===== src/rtl/demux4_rr_dispatcher.sv =====
// demux4_rr_dispatcher: accepts a word stream on a valid/ready input and
// dispatches each word to one of four output channels. The channel is
// either taken from a round-robin pointer or given explicitly with the word.
// One word is held in an output register until its channel accepts it.
// Round-robin words stalled for TIMEOUT cycles move on to the next channel.

module demux4_rr_dispatcher #(
  parameter int DATA_W  = 8,
  parameter int TIMEOUT = 16,
  parameter int CNT_W   = 8
) (
  input  logic              clk,
  input  logic              rst_n,
  input  logic [DATA_W-1:0] in_data,
  input  logic              in_valid,
  output logic              in_ready,
  input  logic              in_addr_en,
  input  logic [1:0]        in_dest,
  output logic [DATA_W-1:0] out_data,
  output logic [3:0]        out_valid,
  input  logic [3:0]        out_ready,
  output logic [1:0]        sel,
  output logic              busy,
  output logic [CNT_W-1:0]  resteer_cnt
);

  // Stall counter only has to reach TIMEOUT-1; keep at least one bit.
  localparam int TCNT_W = (TIMEOUT > 1) ? $clog2(TIMEOUT) : 1;
  localparam logic [TCNT_W-1:0] TCNT_LAST = TCNT_W'((TIMEOUT > 0) ? TIMEOUT - 1 : 0);
  localparam bit RESTEER_EN = (TIMEOUT != 0);

  typedef enum logic {
    IDLE = 1'b0,
    HOLD = 1'b1
  } state_t;

  state_t              state_q, state_d;
  logic [DATA_W-1:0]   data_q, data_d;
  logic [1:0]          sel_q, sel_d;
  logic [1:0]          ptr_q, ptr_d;
  logic [TCNT_W-1:0]   tcnt_q, tcnt_d;
  logic                rr_word_q, rr_word_d;
  logic [CNT_W-1:0]    rs_cnt_q, rs_cnt_d;

  logic holding;
  logic deliver;
  logic accept;
  logic timeout_hit;

  // Handshake terms. Accepting in the same cycle as a delivery gives
  // back-to-back transfers without a bubble; in_ready is forced low in reset.
  assign holding     = (state_q == HOLD);
  assign deliver     = holding & out_ready[sel_q];
  assign in_ready    = rst_n & (~holding | deliver);
  assign accept      = in_valid & in_ready;
  // Only round-robin words re-steer, and a delivery in the timeout cycle wins.
  assign timeout_hit = RESTEER_EN & holding & rr_word_q & ~deliver & (tcnt_q == TCNT_LAST);

  // Output decode: one-hot valid for the addressed channel while a word is held.
  always_comb begin
    out_valid = 4'b0000;
    if (holding) out_valid = 4'b0001 << sel_q;
  end

  assign out_data    = data_q;
  assign sel         = sel_q;
  assign busy        = holding;
  assign resteer_cnt = rs_cnt_q;

  // Next-state logic: load on accept, release on deliver, count or re-steer on stall.
  always_comb begin
    // NOTE: every signal gets its hold value first so no path through the
    // branches below leaves it unassigned, which would infer a latch.
    state_d   = state_q;
    data_d    = data_q;
    sel_d     = sel_q;
    ptr_d     = ptr_q;
    tcnt_d    = tcnt_q;
    rr_word_d = rr_word_q;
    rs_cnt_d  = rs_cnt_q;

    if (accept) begin
      state_d   = HOLD;
      data_d    = in_data;
      tcnt_d    = '0;
      rr_word_d = ~in_addr_en;
      if (in_addr_en) begin
        sel_d = in_dest;
      end else begin
        sel_d = ptr_q;
        ptr_d = ptr_q + 2'd1;
      end
    end else if (deliver) begin
      state_d = IDLE;
    end else if (timeout_hit) begin
      sel_d  = sel_q + 2'd1;
      tcnt_d = '0;
      if (rs_cnt_q != '1) rs_cnt_d = rs_cnt_q + 1'b1;
    end else if (holding) begin
      // Addressed words may wait forever; stop at all-ones rather than wrap.
      if (tcnt_q != '1) tcnt_d = tcnt_q + 1'b1;
    end
  end

  // State register with asynchronous reset; a held word is simply dropped.
  always_ff @(posedge clk or negedge rst_n) begin
    if (!rst_n) begin
      state_q   <= IDLE;
      // NOTE: the data register is reset too so out_data reads 0 after reset,
      // not whatever was left over from before.
      data_q    <= '0;
      sel_q     <= 2'd0;
      ptr_q     <= 2'd0;
      tcnt_q    <= '0;
      rr_word_q <= 1'b0;
      rs_cnt_q  <= '0;
    end else begin
      // NOTE: non-blocking assignments so every register samples the values
      // computed from the previous cycle, independent of statement order.
      state_q   <= state_d;
      data_q    <= data_d;
      sel_q     <= sel_d;
      ptr_q     <= ptr_d;
      tcnt_q    <= tcnt_d;
      rr_word_q <= rr_word_d;
      rs_cnt_q  <= rs_cnt_d;
    end
  end

endmodule


===== config.mk =====
export PLATFORM = sky130hd
export DESIGN_NAME = demux4_rr_dispatcher
export DESIGN_NICKNAME = d
export VERILOG_FILES = /design/src/rtl/demux4_rr_dispatcher.sv
export SDC_FILE = /design/constraint.sdc
export NUM_CORES = 1
export LEC_CHECK = 0
export CAP_MARGIN = 0
export CORE_ASPECT_RATIO = 1.2
export CORE_MARGIN = 5
export CORE_UTILIZATION = 48
export CTS_BUF_LIST = sky130_fd_sc_hd__clkbuf_8
export DETAILED_ROUTE_END_ITERATION = 10
export PLACE_DENSITY_LB_ADDON = 0.25
export SLEW_MARGIN = 20
export SYNTH_ARGS = -nofsm -noshare
export SYNTH_HDL_FRONTEND = slang
export SYNTH_SLANG_ARGS = --single-unit

===== constraint.sdc =====
create_clock -name clk -period 2.4 [get_ports clk]
set_clock_uncertainty 0.15 [all_clocks]
set_input_delay 0.48 -clock clk [delete_from_list [all_inputs] [get_ports clk]]
set_output_delay 0.48 -clock clk [all_outputs]
set_load 0.01 [all_outputs]

Word-level counts from Yosys, hierarchy flattened
Cells that the tools add are included.

cells by class
  $add $sub $neg = 4
  magnitude comparators = 1
  equal/unequal tests = 4
  shifts and indexed selects = 1
  mux-type cells = 14
  bitwise logic cells = 11
  reduce and logical (&&, ||, !) cells = 8

operators with widths
  operator                                                                 count
  4-bit two-way mux                                                        6
  8-bit by 1-bit adder with 8-bit output, second input constant            1
  2-bit two-way mux                                                        4
  8-bit inequality test, second input constant                             1
  1-bit AND                                                                6
  3-bit nonzero test                                                       2
  2-bit by 1-bit adder with 2-bit output, second input constant            2
  4-bit by 1-bit adder with 4-bit output, second input constant            1
  4-bit equality test, second input constant                               1
  4-bit inequality test, second input constant                             1
  1-bit inverter                                                           4
  2-bit AND reduction                                                      2
  4-bit AND reduction                                                      1
  2-bit nonzero test                                                       2
  1-bit by 2-bit left shift with 4-bit output, first input constant        1
  2-bit by 3-bit < comparator with 1-bit output, second input constant     1
  1-bit two-way mux                                                        3
  3-bit AND reduction                                                      1
  1-bit binary-select mux with 2-bit select                                1
  2-bit by 1-bit inequality test with 1-bit output, second input constant  1
  1-bit OR                                                                 1

word-level totals
  flip-flop bits (word level) = 26
  input bits = 18
  output and inout port bits = 24
  word-level logic and storage cells = 50

Logic depth before layout (Yosys ltp)
  depth in word-level cells = 9
  mapped depth = 5
  mapped depth without buffers = 5

Worst setup path after synthesis
No wires, ideal clock.

  path type = reg2reg
  from = register sel_q[1] (netlist: sel[1])
  to = register rs_cnt_q[6] (netlist: resteer_cnt[6])
  library setup time = 0.128 ns
  data arrival time = 1.796 ns
  required time = 2.122 ns
  path slack = 0.326 ns
  cell stages (with the launch flop) = 6
  buffers on the path = 1
  period minus slack after synthesis = 2.074 ns
  cells stage by stage = dfrtp_1 -> mux2_4 -> o22a_1 -> buf_6 -> nor4_1 -> mux2_1

between the ends
  cells in the longest elaborated chain, start to end = 8
  elaborated cells on any way between the ends = 11
  those cells by class = 2 x mux; 8 x bitwise; 1 x reduce/logical

ends and longest elaborated chain
  item                                         RTL line  RTL
  start: declaration                           39        logic [1:0] sel_q, sel_d;
  start signal: assignment                     122       sel_q <= sel_d;
  1-bit binary-select mux with 2-bit select *  53        assign deliver = holding & out_ready[sel_q];
  1-bit two-way mux (implied by the code) *    53
  1-bit AND *                                  53
  1-bit OR                                     54        assign in_ready = rst_n & (~holding | deliver);
  1-bit AND                                    54
  1-bit AND                                    55        assign accept = in_valid & in_ready;
  1-bit inverter (no line)                     --
  4-bit AND reduction (no line) *              --
  end signal: assignment                       126       rs_cnt_q <= rs_cnt_d;
  end: declaration                             43        logic [CNT_W-1:0] rs_cnt_q, rs_cnt_d;

Mark *: on every way between the ends. The rest lies on a longest branch, timed or not. The select of a mux whose other input is x is not followed.
A chain may end at the register's enable or synchronous reset.

Final worst setup path
  from = input port out_ready[1]
  to = output port in_ready

between the ends
  cells in the longest elaborated chain, start to end = 5

ends and longest elaborated chain
  item                                       RTL line  RTL
  start: declaration                         21        input logic [3:0] out_ready,
  1-bit binary-select mux with 2-bit select  53
  1-bit two-way mux (implied by the code)    53
  1-bit AND                                  53
  1-bit OR                                   54
  1-bit AND                                  54
  end: declaration                           16        output logic in_ready,

Every way passes these cells. The select of a mux whose other input is x is not followed.

==> results.md <==
- After synthesis, the largest area contributor takes up 47.1% of total cell area.
- The proportion of power drawn by flip-flops and latches is 37.2%.
- The cell with the most instances after synthesis is sky130_fd_sc_hd__dfrtp_1.
- The initial antenna violation count is 0.
- In the routed design, unresolved DRC markers number 0.
- The total power after layout is 1.81 mW.
- The power share of the combinational group is 43.0%.
- The total instance count after detailed placement is 208.
- In this run, the number of DRC markers left after iteration 0 of detailed routing was 32.
- Across all setup checks in the final design, the least slack found is 0.0851 ns.
- In the synthesized netlist the dominant register cell turns out to be sky130_fd_sc_hd__dfrtp_1.
- The die extent in x is 59.0 µm.
- Counting I/O delays and the setup requirement, the final critical path takes 2.31 ns.
- The final layout net count is 204.
- The fraction of power spent switching nets is 31.6%.
- The measured slew at the worst slew-check pin is 0.326 ns.
- Yosys printed 0 warnings.
- OpenSTA, run right after detailed placement, puts the worst setup slack at -0.258 ns.
- After detailed routing, the average wire length per cell comes to 15.0 µm.
- The maximum level of the CTS H-tree is 1.
- The synthesis-stage register bit count is 26.
- Buffers inserted during clock tree synthesis total 3.
- The total of endpoints with negative setup slack in the final report is 0.
- The tree built by TritonCTS fans out to 26 sinks.
- The number of max-slew violations in the final report was 0.
- The final cell count without fillers is 213.
- 42 I/O pins were placed.
- Across the VDD grid, the largest voltage drop is 0.613 mV.
- Summed over all cells, the static leakage comes to 0.869 nW.
- The clock power share is 19.8%.
- The share of synthesized area occupied by flip-flops and latches is 47.1%.
- The post-synthesis area per instance is 11.2 µm².
- The share of the clock period used by the worst path is 96.5%.
- The number of global-route vias before repair is 1239.
- Entering global routing, the biggest net connects 27 pins.
- The wire length of the first global-routing pass is 5440 µm.
- After synthesis, the cell types taking the most area are sky130_fd_sc_hd__dfrtp_1, sky130_fd_sc_hd__mux2_2, sky130_fd_sc_hd__ha_1.
- Clock-pin slew was measured on the worst setup and hold paths at 0.09 ns.
- The synthesized design contains 0 enable-type register cells.
- The starting density of the core is 49.6%.
- The share of layout cells above drive strength 1 is 19.6%.
- The relative area change from synthesis to final layout is 44.5%.
- The relative max-transition margin is 78.3%.
- The count of buffers inserted at the top-level ports is 41.
- The critical path is of the primary input to primary output type.
- The critical path capture point type is a primary output.
- The async set-or-reset flop fraction in the synthesized netlist is 100%.
- The min-delay analysis places its worst path in the category flop to flop.
- The final RePlAce weighted congestion is 0.835.
- Dividing total power by cell area gives a power density of 905 nW/µm².
- Summed over all layers, the routed wires come to 3190 µm.
- After floorplanning, the core was divided into 21 placement rows.
- Synthesis produced a netlist with a net count of 147.
- Synthesis produced 123 cells.
- Global routing finished with a remaining overflow of 0.
- The core region is 2790 µm².
- The count of nets left with antenna violations once routing finished came out at 0.
- Data on the critical path is required at its endpoint by 1.77 ns.
- The hold violation count in the final report is 0.
- The repair_antennas step left the layout with diodes totalling 0.
- The cell area that synthesis handed to floorplanning was 1380 µm².
- The end-of-flow core utilization is 71.7%.
- The maximum fanout encountered on the critical timing path is 2.
- The y dimension of the die is 68.8 µm.
- The number of different library cells used by synthesis comes to 37.
- The run finished with clean final reports.
- The root cell of the clock tree is sky130_fd_sc_hd__clkbuf_8.
- The tool flagged a number of max-cap violations equal to 0.
- The via density per instance is 5.54.
- For this run, the top clock speed supported by timing is 0.432 GHz.
- The number of vias after detailed routing is 1181.
- At the later pin of the worst-skew pair, clock insertion delay measures 0.27 ns.
- The deepest clock path buffer count is 2.
- The startpoint kind of the worst setup timing path is a primary input.
- For this run, the detailed router's first-pass iteration total came to 4.
- The net switching power is 0.571 mW.
- By count the netlist is led by sky130_fd_sc_hd__dfrtp_1, sky130_fd_sc_hd__mux2_2, sky130_fd_sc_hd__nand3_1.
- TritonCTS built the clock tree.
- For this run, the total global-route usage over all layers was measured as 17.5%.
- Once detailed placement completed, the half-perimeter wirelength came to 2490 µm.
- Of all cell types, the one taking the most synthesized area is sky130_fd_sc_hd__dfrtp_1.
- The internal power contribution is 1.24 mW.
- Adding up every negative setup slack in the final design gives 0 ns.
- The data arrival time of the critical path is 1.68 ns.
- The die covers 4060 µm².
## flip-flops by register name (all words and copies together) (netlist names)
name / flops
rr_word_q: 1
ptr_q: 2
busy: 1
sel: 2
tcnt_q: 4
out_data: 8
resteer_cnt: 8
## power by group through the flow
stage	Combinational (mW)	Clock, mW	Sequential [mW]
after global placement	0.734	0	0.675
after detailed placement	0.762	0	0.689
after global routing	0.856	0.380	0.693
final	0.776	0.358	0.672
after CTS	0.766	0.367	0.680
after floorplan	0.343	0	0.704
## kinds of logic after synthesis
family                   count (synthesis)  share of synthesized area [%]
AO/OA/AOI/OAI                           21                           11.6
AND/OR/NAND/NOR                         42                           16.4
multiplexers                            16                           13.4
adder cells (fa/ha/maj)                  6                           5.43
buffers and inverters                    6                           2.26
XOR/XNOR                                 6                           3.80
flip-flops                              26                           47.1
## layout by cell type (no fill, tap or decap), drive strengths merged
cell / count
nor4: 3
a2111oi: 1
nor2: 3
buf: 14
o221a: 1
dfrtp: 26
xor2: 5
bufinv: 1
nand4: 3
clkdlybuf4s50: 40
o31ai: 1
mux2: 14
and4: 1
a31o: 1
nor3: 1
a21o: 1
nand3: 9
nand2b: 5
and2: 6
xnor2: 1
o21ai: 3
inv: 4
o32a: 1
o221ai: 1
clkbuf: 3
o22a: 1
mux2i: 2
a21oi: 5
a22o: 1
or3: 2
a21boi: 1
o21a: 1
nand2: 8
ha: 6
or4: 1
o22ai: 2
## critical path: stages
cell	delay, ns
sky130_fd_sc_hd__clkdlybuf4s50_1	0.42
sky130_fd_sc_hd__mux2_4	0.28
sky130_fd_sc_hd__o22a_1	0.21
sky130_fd_sc_hd__and2_1	0.16
sky130_fd_sc_hd__buf_2	0.13
## routing by layer
metal / routed length [µm] / track usage, % / vias to the layer above
met1: 1280 / 20.8 / 568
met3: 238 / 4.47 / 5
met5: 0 / 0 / -
li1: - / - / 564
met4: 39 / 5.10 / 0
met2: 1630 / 31.1 / 44
## final cells by class
| class | instances | area (µm²) |
|---|---|---|
| Sequential cell | 26 | 652 |
| Clock inverter | 1 | 30.0 |
| Timing Repair Buffer | 54 | 515 |
| Inverter | 4 | 15.0 |
| Multi-Input combinational cell | 91 | 699 |
| Tap cell | 34 | 42.5 |
| Clock buffer | 3 | 41.3 |
| Fill cell | 211 | 790 |
## path summary, 6_finish.rpt
check,startpoint,cells after the start,slack [ns],end
worst min-delay path,ptr_q[1],1,0.33,ptr_q[1]
min in group asynchronous,rst_n,3,0.63,busy
worst max register to register,sel[1],6,0.22,resteer_cnt[7]
worst min register to register,ptr_q[1],1,0.33,ptr_q[1]
max in group asynchronous,rst_n,3,1.20,sel[0]
worst max-delay path,out_ready[1],5,0.09,in_ready
## through the flow
step	cell area (µm²)	hold WS, ns
after global routing	2000	0.357
after floorplan	1380	0.0344
after CTS	1990	0.335
after detailed placement	1920	0.324
final	2000	0.330
after global placement	1920	0.302
## what timing repair did
item / in CTS / in global routing
gates resized for setup: 4 / 1
pin swaps: 1 / 0
buffers inserted: 0 / 1
hold buffers: 0 / 0
endpoints found under the hold margin: 0 / 0
setup endpoints to repair: 1 / 3
(Power assumes the default switching activity.)
==> RTL change (same flow settings) <==
Register the output `resteer_cnt` once more, without a reset; this adds one clock of latency there. The other outputs are not delayed to match.
--- a/src/rtl/demux4_rr_dispatcher.sv
+++ b/src/rtl/demux4_rr_dispatcher.sv
@@ -65,7 +65,9 @@
   assign out_data    = data_q;
   assign sel         = sel_q;
   assign busy        = holding;
-  assign resteer_cnt = rs_cnt_q;
+  always_ff @(posedge clk) begin
+    resteer_cnt <= rs_cnt_q;
+  end
 
   // Next-state logic: load on accept, release on deliver, count or re-steer on stall.
   always_comb begin
Function: no difference found for any inputs over 10 cycles, from zero or initial values and one cycle with rst_n low; that may be too few to reach the edited logic, so the function may still have changed.
==> RTL change against the unedited design <==
- area after synthesis rose by 11%
- register-to-register slack got worse by 50 ps
- non-clock buffer count did not move
- cell area rose by 8.7%
- sequential cell count rose by 8
- largest cell class is now flip-flops and latches
- combinational power fell by 1%
- wire length rose by 5.6%
- total power rose by 11%
- largest power group is now registers
- setup slack improved by 22 ps
==> RTL change: results <==
[status]
status = complete, no violations

[critical_path]
reg2reg_slack_ps = 170
arrival_ps = 1660

[synth]
synth_cell_type_count = 40
synthXorXnorAreaFrac_pct = 3.42
synth-adder-area-share_pct = 4.89
synthMuxAreaShare_pct = 11.4
ys_top_cells_by_area = dfrtp_1 42%, dfxtp_1 10%, mux2_2 8.8%
yosys-top-cells-count = 26 x dfrtp_1, 12 x mux2_2, 8 x dfxtp_1, 8 x nand2_1
async_flop_share_pct = 76.5
synth_compound_area_share_pct = 11.2

[finish]
nonClockInverterCount = 3
clkCellAreaFrac_pct = 4.21
multi_input_area_share_pct = 32.3
clkbuf_count = 6
sh_seq_area_pct = 37.4
multi_input_gates = 89

[clock_network]
clk_pin_slew_ps = 70
cts_buffers = 5
clk_latency_ps = 290
h-tree-depth = 2

[placement]
pre_cts_slack_ps = -234
place_congestion = 0.819

[timing]
tightest_slew_ps = 402

[global_route]
grt.total_usage_pct = 16.9

[power]
peakVddDrop_v = 0.000751

[drt]
dr.first_iter.drc_count = 22
viasPerCell = 5.49

[hold_path]
min_path_cells = 0
==> RTL change: kinds of logic (layout without fill, tap and decap cells) <==
kind of cell | Yosys count | after routing
muxes | 15 | 15
DFF | 34 | 34
xor gates and xnor gates | 6 | 6
AOI/OAI and AO/OA | 23 | 23
buffers and inverters | 6 | 65
and+or+nand+nor | 39 | 39
adders and majority gates | 6 | 6
==> RTL change: layer usage <==
metal  track usage [%]  up-vias  wire length (µm)
met4              10.8        0                93
met1              17.8      599              1270
li1                  -      584                 -
met5                 0        -                 0
met2              28.6       37              1810
met3              4.45       10               185
==> RTL change: worst max-delay path, stage by stage <==
cell and delay (ps):
clkdlybuf4s50_1 410, mux2_4 280, o22a_1 220, and2_1 150, clkbuf_2 120
==> RTL change: repair_timing <==
| action | CTS | global route |
|---|---|---|
| buffers inserted | 0 | 2 |
| gates resized for setup | 2 | 4 |
| gates cloned | 0 | 0 |
| setup endpoints to repair | 1 | 4 |
==> RTL change: stage by stage <==
step,TNS [ps],hold WS [ps],std cells,cell area [µm²],total power [mW]
after floorplan,0,34.4,129,1540,1.18
after global placement,-467,236,214,2060,1.54
after detailed placement,-591,252,214,2060,1.57
after CTS,0,269,222,2150,2.00
after global routing,0,277,224,2170,2.14
final,0,262,224,2170,2.01
==> RTL change: where the power goes <==
| part | leakage [nW] | total, mW | internal (mW) | switching [mW] |
|---|---|---|---|---|
| sequential | 0.373 | 0.817 | 0.703 | 0.114 |
| combinational | 0.528 | 0.768 | 0.440 | 0.328 |
| clock | 0.0524 | 0.426 | 0.227 | 0.199 |
| total | 0.953 | 2.01 | 1.37 | 0.641 |
